==> config.mk <==
export PLATFORM = sky130hd
export DESIGN_NAME = cfg_bitstream_loader_flat
export DESIGN_NICKNAME = d
export VERILOG_FILES = /design/src/rtl/fpga_cfg_pkg.sv /design/src/rtl/cfg_bitstream_loader_if.sv /design/src/rtl/cfg_frame_packer.sv /design/src/rtl/cfg_bitstream_loader.sv /design/src/flat_wrapper.sv
export SDC_FILE = /design/constraint.sdc
export NUM_CORES = 1
export LEC_CHECK = 0
export ABC_AREA = 1
export CAP_MARGIN = 20
export CORE_MARGIN = 1.5
export CORE_UTILIZATION = 58
export CTS_CLUSTER_SIZE = 40
export DETAILED_ROUTE_END_ITERATION = 16
export GPL_TIMING_DRIVEN = 0
export PLACE_DENSITY_LB_ADDON = 0.25
export SETUP_SLACK_MARGIN = 0.15
export SLEW_MARGIN = 30
export SYNTH_ARGS = -nofsm -noshare
export SYNTH_HDL_FRONTEND = slang
export SYNTH_SLANG_ARGS = --single-unit
==> constraint.sdc <==
create_clock -name clock -period 2.3 [get_ports clock]
set_input_delay 0.575 -clock clock [delete_from_list [all_inputs] [get_ports clock]]
set_output_delay 0.575 -clock clock [all_outputs]
set_load 0.05 [all_outputs]
==> src/rtl/fpga_cfg_pkg.sv <==
// ----------------------------------------------------------------------------
// fpga_cfg_pkg : shared constants, FSM states and helpers for the cfg loader
// Rev 1.0
// ----------------------------------------------------------------------------
`default_nettype none
`timescale 1ns/1ps

package fpga_cfg_pkg;

  localparam logic [7:0] SYNC_BYTE = 8'hA5;

  typedef enum logic [2:0] {
    IDLE  = 3'd0,
    SYNC  = 3'd1,
    LOAD  = 3'd2,
    CHECK = 3'd3,
    DONE  = 3'd4,
    ERR   = 3'd5
  } state_t;

  function automatic int bytes_per_frame(input int frame_w);
    return (frame_w + 7) / 8;
  endfunction

endpackage

`default_nettype wire

==> src/rtl/cfg_bitstream_loader_if.sv <==
// ----------------------------------------------------------------------------
// cfg_bitstream_loader_if : byte-wide valid/ready bitstream channel
// Rev 1.0
// ----------------------------------------------------------------------------
`default_nettype none
`timescale 1ns/1ps

interface cfg_bitstream_loader_if;
  logic [7:0] cfg_data;
  logic       cfg_valid;
  logic       cfg_ready;

  modport master (output cfg_data, output cfg_valid, input cfg_ready);
  modport slave  (input cfg_data, input cfg_valid, output cfg_ready);
endinterface

`default_nettype wire

==> src/rtl/cfg_frame_packer.sv <==
// ----------------------------------------------------------------------------
// cfg_frame_packer : gathers bytes little-end-first into a FRAME_W-bit frame
// Rev 1.0   (requires FRAME_W > 8)
// ----------------------------------------------------------------------------
`default_nettype none
`timescale 1ns/1ps

module cfg_frame_packer
  import fpga_cfg_pkg::*;
#(
  parameter int FRAME_W = 33
) (
  input  logic               clock,
  input  logic               reset_n,
  input  logic               clear,
  input  logic               byte_valid,
  input  logic [7:0]         byte_in,
  output logic [FRAME_W-1:0] frame,
  output logic               frame_last
);

  localparam int BPF       = bytes_per_frame(FRAME_W);
  localparam int CNT_W     = $clog2(BPF);
  localparam int ASM_W     = 8 * (BPF - 1);
  localparam int LAST_BITS = FRAME_W - ASM_W;

  logic [CNT_W-1:0] byte_cnt;
  logic [ASM_W-1:0] asm_q;

  assign frame_last = byte_valid && (byte_cnt == CNT_W'(BPF - 1));

  always_ff @(posedge clock or negedge reset_n) begin
    if (!reset_n) begin
      byte_cnt <= '0;
    end else if (clear) begin
      byte_cnt <= '0;
    end else if (byte_valid) begin
      byte_cnt <= frame_last ? '0 : byte_cnt + 1'b1;
    end
  end

  // The output copy only changes on a frame's last byte, so it stays put while
  // the write strobe is high even if the next frame's first byte arrives.
  always_ff @(posedge clock or negedge reset_n) begin
    if (!reset_n) begin
      frame <= '0;
    end else if (frame_last) begin
      frame <= {byte_in[LAST_BITS-1:0], asm_q};
    end
  end

  generate
    if (BPF == 2) begin : g_single_byte
      always_ff @(posedge clock or negedge reset_n) begin
        if (!reset_n) begin
          asm_q <= '0;
        end else if (clear) begin
          asm_q <= '0;
        end else if (byte_valid && !frame_last) begin
          asm_q <= byte_in;
        end
      end
    end else begin : g_shift
      // Shifting in from the top leaves byte 0 in the low bits after BPF-1 bytes.
      always_ff @(posedge clock or negedge reset_n) begin
        if (!reset_n) begin
          asm_q <= '0;
        end else if (clear) begin
          asm_q <= '0;
        end else if (byte_valid && !frame_last) begin
          asm_q <= {byte_in, asm_q[ASM_W-1:8]};
        end
      end
    end
  endgenerate

endmodule

`default_nettype wire

==> src/rtl/cfg_bitstream_loader.sv <==
// ----------------------------------------------------------------------------
// cfg_bitstream_loader : sync/checksum-checked bitstream to addressed frame writes
// Rev 1.0
// ----------------------------------------------------------------------------
`default_nettype none
`timescale 1ns/1ps

module cfg_bitstream_loader
  import fpga_cfg_pkg::*;
#(
  parameter int FRAME_W    = 33,
  parameter int NUM_FRAMES = 20,
  parameter int ADDR_W     = 5
) (
  input  logic                  clock,
  input  logic                  reset_n,
  input  logic                  start,
  cfg_bitstream_loader_if.slave cfg,
  output logic [FRAME_W-1:0]    frame_data,
  output logic [ADDR_W-1:0]     frame_addr,
  output logic                  frame_we,
  output logic                  busy,
  output logic                  cfg_done,
  output logic                  cfg_error
);

  state_t     state;
  state_t     state_nxt;
  logic       ready_q;
  logic [7:0] csum;
  logic       xfer;
  logic       start_ok;
  logic       load_byte;
  logic       frame_last;
  logic       last_frame;
  logic       active_nxt;

  assign cfg.cfg_ready = ready_q;
  assign xfer          = cfg.cfg_valid && ready_q;
  assign start_ok      = start && ((state == IDLE) || (state == DONE) || (state == ERR));
  assign load_byte     = xfer && (state == LOAD);
  assign active_nxt    = (state_nxt == SYNC) || (state_nxt == LOAD) || (state_nxt == CHECK);

  // frame_addr lags by one frame while the previous strobe is still high.
  assign last_frame = (({1'b0, frame_addr} + {{ADDR_W{1'b0}}, frame_we})
                       == (ADDR_W + 1)'(NUM_FRAMES - 1));

  cfg_frame_packer #(
    .FRAME_W (FRAME_W)
  ) u_packer (
    .clock      (clock),
    .reset_n    (reset_n),
    .clear      (start_ok),
    .byte_valid (load_byte),
    .byte_in    (cfg.cfg_data),
    .frame      (frame_data),
    .frame_last (frame_last)
  );

  always_ff @(posedge clock or negedge reset_n) begin
    if (!reset_n) begin
      state <= IDLE;
    end else begin
      state <= state_nxt;
    end
  end

  always_comb begin
    state_nxt = state;
    unique case (state)
      IDLE, DONE, ERR: if (start) state_nxt = SYNC;
      SYNC:            if (xfer) state_nxt = (cfg.cfg_data == SYNC_BYTE) ? LOAD : ERR;
      LOAD:            if (frame_last && last_frame) state_nxt = CHECK;
      CHECK:           if (xfer) state_nxt = (cfg.cfg_data == csum) ? DONE : ERR;
      default:         state_nxt = IDLE;
    endcase
  end

  always_ff @(posedge clock or negedge reset_n) begin
    if (!reset_n) begin
      ready_q    <= 1'b0;
      busy       <= 1'b0;
      cfg_done   <= 1'b0;
      cfg_error  <= 1'b0;
      frame_we   <= 1'b0;
      csum       <= '0;
      frame_addr <= '0;
    end else begin
      ready_q   <= active_nxt;
      busy      <= active_nxt;
      cfg_done  <= (state_nxt == DONE);
      cfg_error <= (state_nxt == ERR);
      frame_we  <= frame_last;
      if (start_ok) begin
        csum       <= '0;
        frame_addr <= '0;
      end else begin
        if (load_byte) begin
          csum <= csum ^ cfg.cfg_data;
        end
        if (frame_we && (frame_addr != ADDR_W'(NUM_FRAMES - 1))) begin
          frame_addr <= frame_addr + 1'b1;
        end
      end
    end
  end

endmodule

`default_nettype wire

==> src/flat_wrapper.sv <==
// flat-port wrapper written by rule: the top's interface ports become plain ports
module cfg_bitstream_loader_flat import fpga_cfg_pkg::*;
#(
  parameter int FRAME_W    = 33,
  parameter int NUM_FRAMES = 20,
  parameter int ADDR_W     = 5
)
  (clock, reset_n, start, frame_data, frame_addr, frame_we, busy, cfg_done, cfg_error, cfg_cfg_data, cfg_cfg_valid, cfg_cfg_ready);
  cfg_bitstream_loader_if cfg_i ();
  input  logic clock;
  input  logic reset_n;
  input  logic start;
  output logic [FRAME_W-1:0] frame_data;
  output logic [ADDR_W-1:0] frame_addr;
  output logic frame_we;
  output logic busy;
  output logic cfg_done;
  output logic cfg_error;
  input wire logic [$bits(cfg_i.cfg_data)-1:0] cfg_cfg_data;
  input wire logic [$bits(cfg_i.cfg_valid)-1:0] cfg_cfg_valid;
  output wire logic [$bits(cfg_i.cfg_ready)-1:0] cfg_cfg_ready;
  assign cfg_i.cfg_data = cfg_cfg_data;
  assign cfg_i.cfg_valid = cfg_cfg_valid;
  assign cfg_cfg_ready = cfg_i.cfg_ready;
  cfg_bitstream_loader #(.FRAME_W(FRAME_W), .NUM_FRAMES(NUM_FRAMES), .ADDR_W(ADDR_W)) u_core (.clock(clock), .reset_n(reset_n), .start(start), .cfg(cfg_i), .frame_data(frame_data), .frame_addr(frame_addr), .frame_we(frame_we), .busy(busy), .cfg_done(cfg_done), .cfg_error(cfg_error));
endmodule
==> impl_metrics.env <==
export IMPL_yosysWarningCount=0
export IMPL_drive_above_1_share_pct=8.137
export IMPL_wirelength_mm=7.704
export IMPL_overflow=0
export IMPL_area_growth_syn_to_layout_pct=23.60
export IMPL_worst_path_dominant_cell_family="buffers and inverters"
export IMPL_critPathLaunchType="register"
export IMPL_critical_path_reg2reg_startpoint="u_core.u_packer.byte_cnt[0]"
export IMPL_clock_path_buffers=2
export IMPL_cts_root_buf="clkbuf_8"
export IMPL_wl_per_cell_um=14.16
export IMPL_place_area_sq_um=4388
export IMPL_p_comb_share_pct=17.9
export IMPL_antenna_found_initial=0
export IMPL_clock_latency_ps=350
export IMPL_synth_avg_cell_area_sq_um=9.448
export IMPL_cp_max_fo=2
export IMPL_powerDensity_nw_per_um2=716.3
export IMPL_ys_types=27
export IMPL_cpPeakStageDelay_ps=810
export IMPL_critPathArrivalTime_ps=1540
export IMPL_fillers=475
export IMPL_power_frac_clock_pct=32.9
export IMPL_swShare_pct=30.12
export IMPL_dpl_worst_slack_ps=-88.94
export IMPL_ios=55
export IMPL_ys_seq_area_share_pct=59.16
export IMPL_fmax_ghz=0.4724
export IMPL_hold_viol=0
export IMPL_drt_iter0_markers=223
export IMPL_synthTopCellsByCount="dfrtp_1 (88), nand2_1 (82), inv_1 (65)"
export IMPL_finalSetupViolCount=0
export IMPL_grt_pass1_wl_mm=13.36
export IMPL_mappedNetlistNets=412
export IMPL_synth_edf_count=0
export IMPL_chipWidth_um=83.11
export IMPL_dr_pass1_iters=4
export IMPL_fin_ws_ps=183.3
export IMPL_grt_usage_pct=24.27
export IMPL_dp_hpwl_mm=5.497
export IMPL_worst_hold_path_type="input port to asynchronous set/reset pin"
export IMPL_skew_ps=12.12
export IMPL_synth_most_common_cell="dfrtp_1"
export IMPL_initial_core_util_pct=59.30
export IMPL_finalCritPeriodShare_pct=92.03
export IMPL_syn_area_sq_um=3722
export IMPL_die_height_um=83.11
export IMPL_timing_final_max_slew_violations=0
export IMPL_multiInputGateArea_sq_um=1151
export IMPL_grt_max_degree=67
export IMPL_numCtsBuffers=9
export IMPL_numPortBuffers=54
export IMPL_htreeDepth=3
export IMPL_cp_end_kind="output pin"
export IMPL_maxCapViolCount=0
export IMPL_drc=0
export IMPL_die_area_sq_um=6907
export IMPL_cp_slowest_cell="clkdlybuf4s50_1"
export IMPL_leakage_nw=2.218
export IMPL_utilization_pct=73.29
export IMPL_synth_flop_cell="dfrtp_1"
export IMPL_clk_pin_slew_ps=90
export IMPL_fin_area_sq_um=4601
export IMPL_synth_area_leaders="dfrtp_1 (59%), nand2_1 (8.3%), inv_1 (6.6%), o21ai_0 (6.3%), o22ai_1 (5.4%)"
export IMPL_crit_buf_inv=1
export IMPL_core_sq_um=6277
export IMPL_finalSetupTns_ps=0
export IMPL_cts_tree="built"
export IMPL_reg2reg_setup_slack_ps=470
export IMPL_rsz0062_at_grt="false"
export IMPL_viasPerCell=5.340
export IMPL_min_period_ps=2117
export IMPL_placed_cells=526
export IMPL_num_vias=2905
export IMPL_clock_sinks=88
export IMPL_grt_pass1_vias=2820
export IMPL_nNetsFinal=480
export IMPL_r2r_end="u_core.u_packer.frame[32]"
export IMPL_antenna_cells=0
export IMPL_whs_ps=70.26
export IMPL_p_int_mw=2.303
export IMPL_gp_congestion=0.7967
export IMPL_seq_area_sq_um=2202
export IMPL_power_total_mw=3.295
export IMPL_instances_no_fill=544
export IMPL_rows=29
export IMPL_r2r_cells=8
export IMPL_synth_top_area_share_pct=59.16
export IMPL_postSynth_asyncResetShare_pct=100.0
export IMPL_netlist_top_cell_by_area="dfrtp_1"
export IMPL_cp_data_required_time_ps=1730
export IMPL_worstMarginPinSlew_ps=528.4
export IMPL_ant_nets=0
export IMPL_p_switching_mw=0.9926
export IMPL_slew_headroom_pct=64.92
export IMPL_crit_type="register to output pin"
export IMPL_synth_seq_cells=88
export IMPL_ir_drop_v=0.0005532
export IMPL_share_seq_of_total_power_pct=49.2
export IMPL_crit_chain="clkdlybuf4s50_1"
export IMPL_syn_inst=394
export IMPL_status="complete, no violations"
-- cells by family after synthesis --
family                   after synthesis  synth area share, %
AND/OR/NAND/NOR                      127                14.89
AO/OA/AOI/OAI                         88                13.31
flip-flops                            88                59.16
buffers and inverters                 82                9.916
adder cells (fa/ha/maj)                6                2.017
XOR/XNOR                               3               0.7060
-- state kept, by name, indices dropped and copies added, names as in the netlist --
name / flops
u_core.busy: 1
u_core.u_packer.frame: 33
u_core.u_packer.asm_q: 32
u_core.u_packer.byte_cnt: 3
u_core.cfg_done: 1
u_core.cfg_error: 1
u_core.state: 3
u_core.csum: 8
u_core.frame_we: 1
u_core.frame_addr: 5
-- power groups by stage --
stage	logic [mW]	clock network [mW]	registers (mW)
2_1_floorplan	0.309	0	1.73
5_1_grt	0.646	1.16	1.62
4_1_cts	0.582	1.11	1.62
6_report	0.591	1.08	1.62
3_3_place_gp	0.563	0	1.65
3_5_place_dp	0.588	0	1.65
-- layout by cell type, fill, tap and decap left out, types with 6 or more instances in the layout --
cell / count
clkbuf_8: 10
clkdlybuf4s50_1: 43
dfrtp_1: 88
dlygate4sd2_1: 8
ha_1: 6
inv_1: 65
nand2_1: 82
nand3_1: 13
nor2_1: 16
nor3_1: 7
o21ai_0: 46
o22ai_1: 32
-- worst max path at each step --
stage	start	end	slack, ps	cells after the start
4_1_cts	u_core.u_packer.frame[0]	frame_data[0]	180	1
2_1_floorplan	u_core.busy	u_core.u_packer.asm_q[30]	490	8
5_1_grt	u_core.u_packer.frame[30]	frame_data[30]	160	1
3_3_place_gp	reset_n	u_core.u_packer.frame[20]	-2450	1
3_5_place_dp	cfg_cfg_valid	u_core.u_packer.frame[15]	-90	7
6_report	u_core.u_packer.frame[11]	frame_data[11]	180	1
-- final cells by class --
cell class,count,share of cell area [%]
Buffer,15,2.556
Clock buffer,10,2.774
Clock inverter,6,1.632
Inverter,67,5.466
Multi-Input combinational cell,224,25.02
Sequential cell,88,47.87
Tap cell,77,2.094
Timing Repair Buffer,57,12.59
-- layer usage --
| metal | up-vias | GRT usage [%] | wire (um) |
|---|---|---|---|
| li1 | 1413 | - | - |
| met3 | 6 | 3.380 | 418 |
| met2 | 79 | 38.06 | 3686 |
| met1 | 1407 | 35.00 | 3518 |
| met5 | - | 0 | 0 |
| met4 | 0 | 8.939 | 80 |
-- what timing repair did --
action / CTS / global route
resized for setup: 8 / 3
setup endpoints to repair: 8 / 6
hold endpoints to repair: 0 / 0
hold buffers: 0 / 0
pin swaps: 0 / 1
buffers inserted: 0 / 2
No activity file was read; power rests on OpenSTA's default activity.
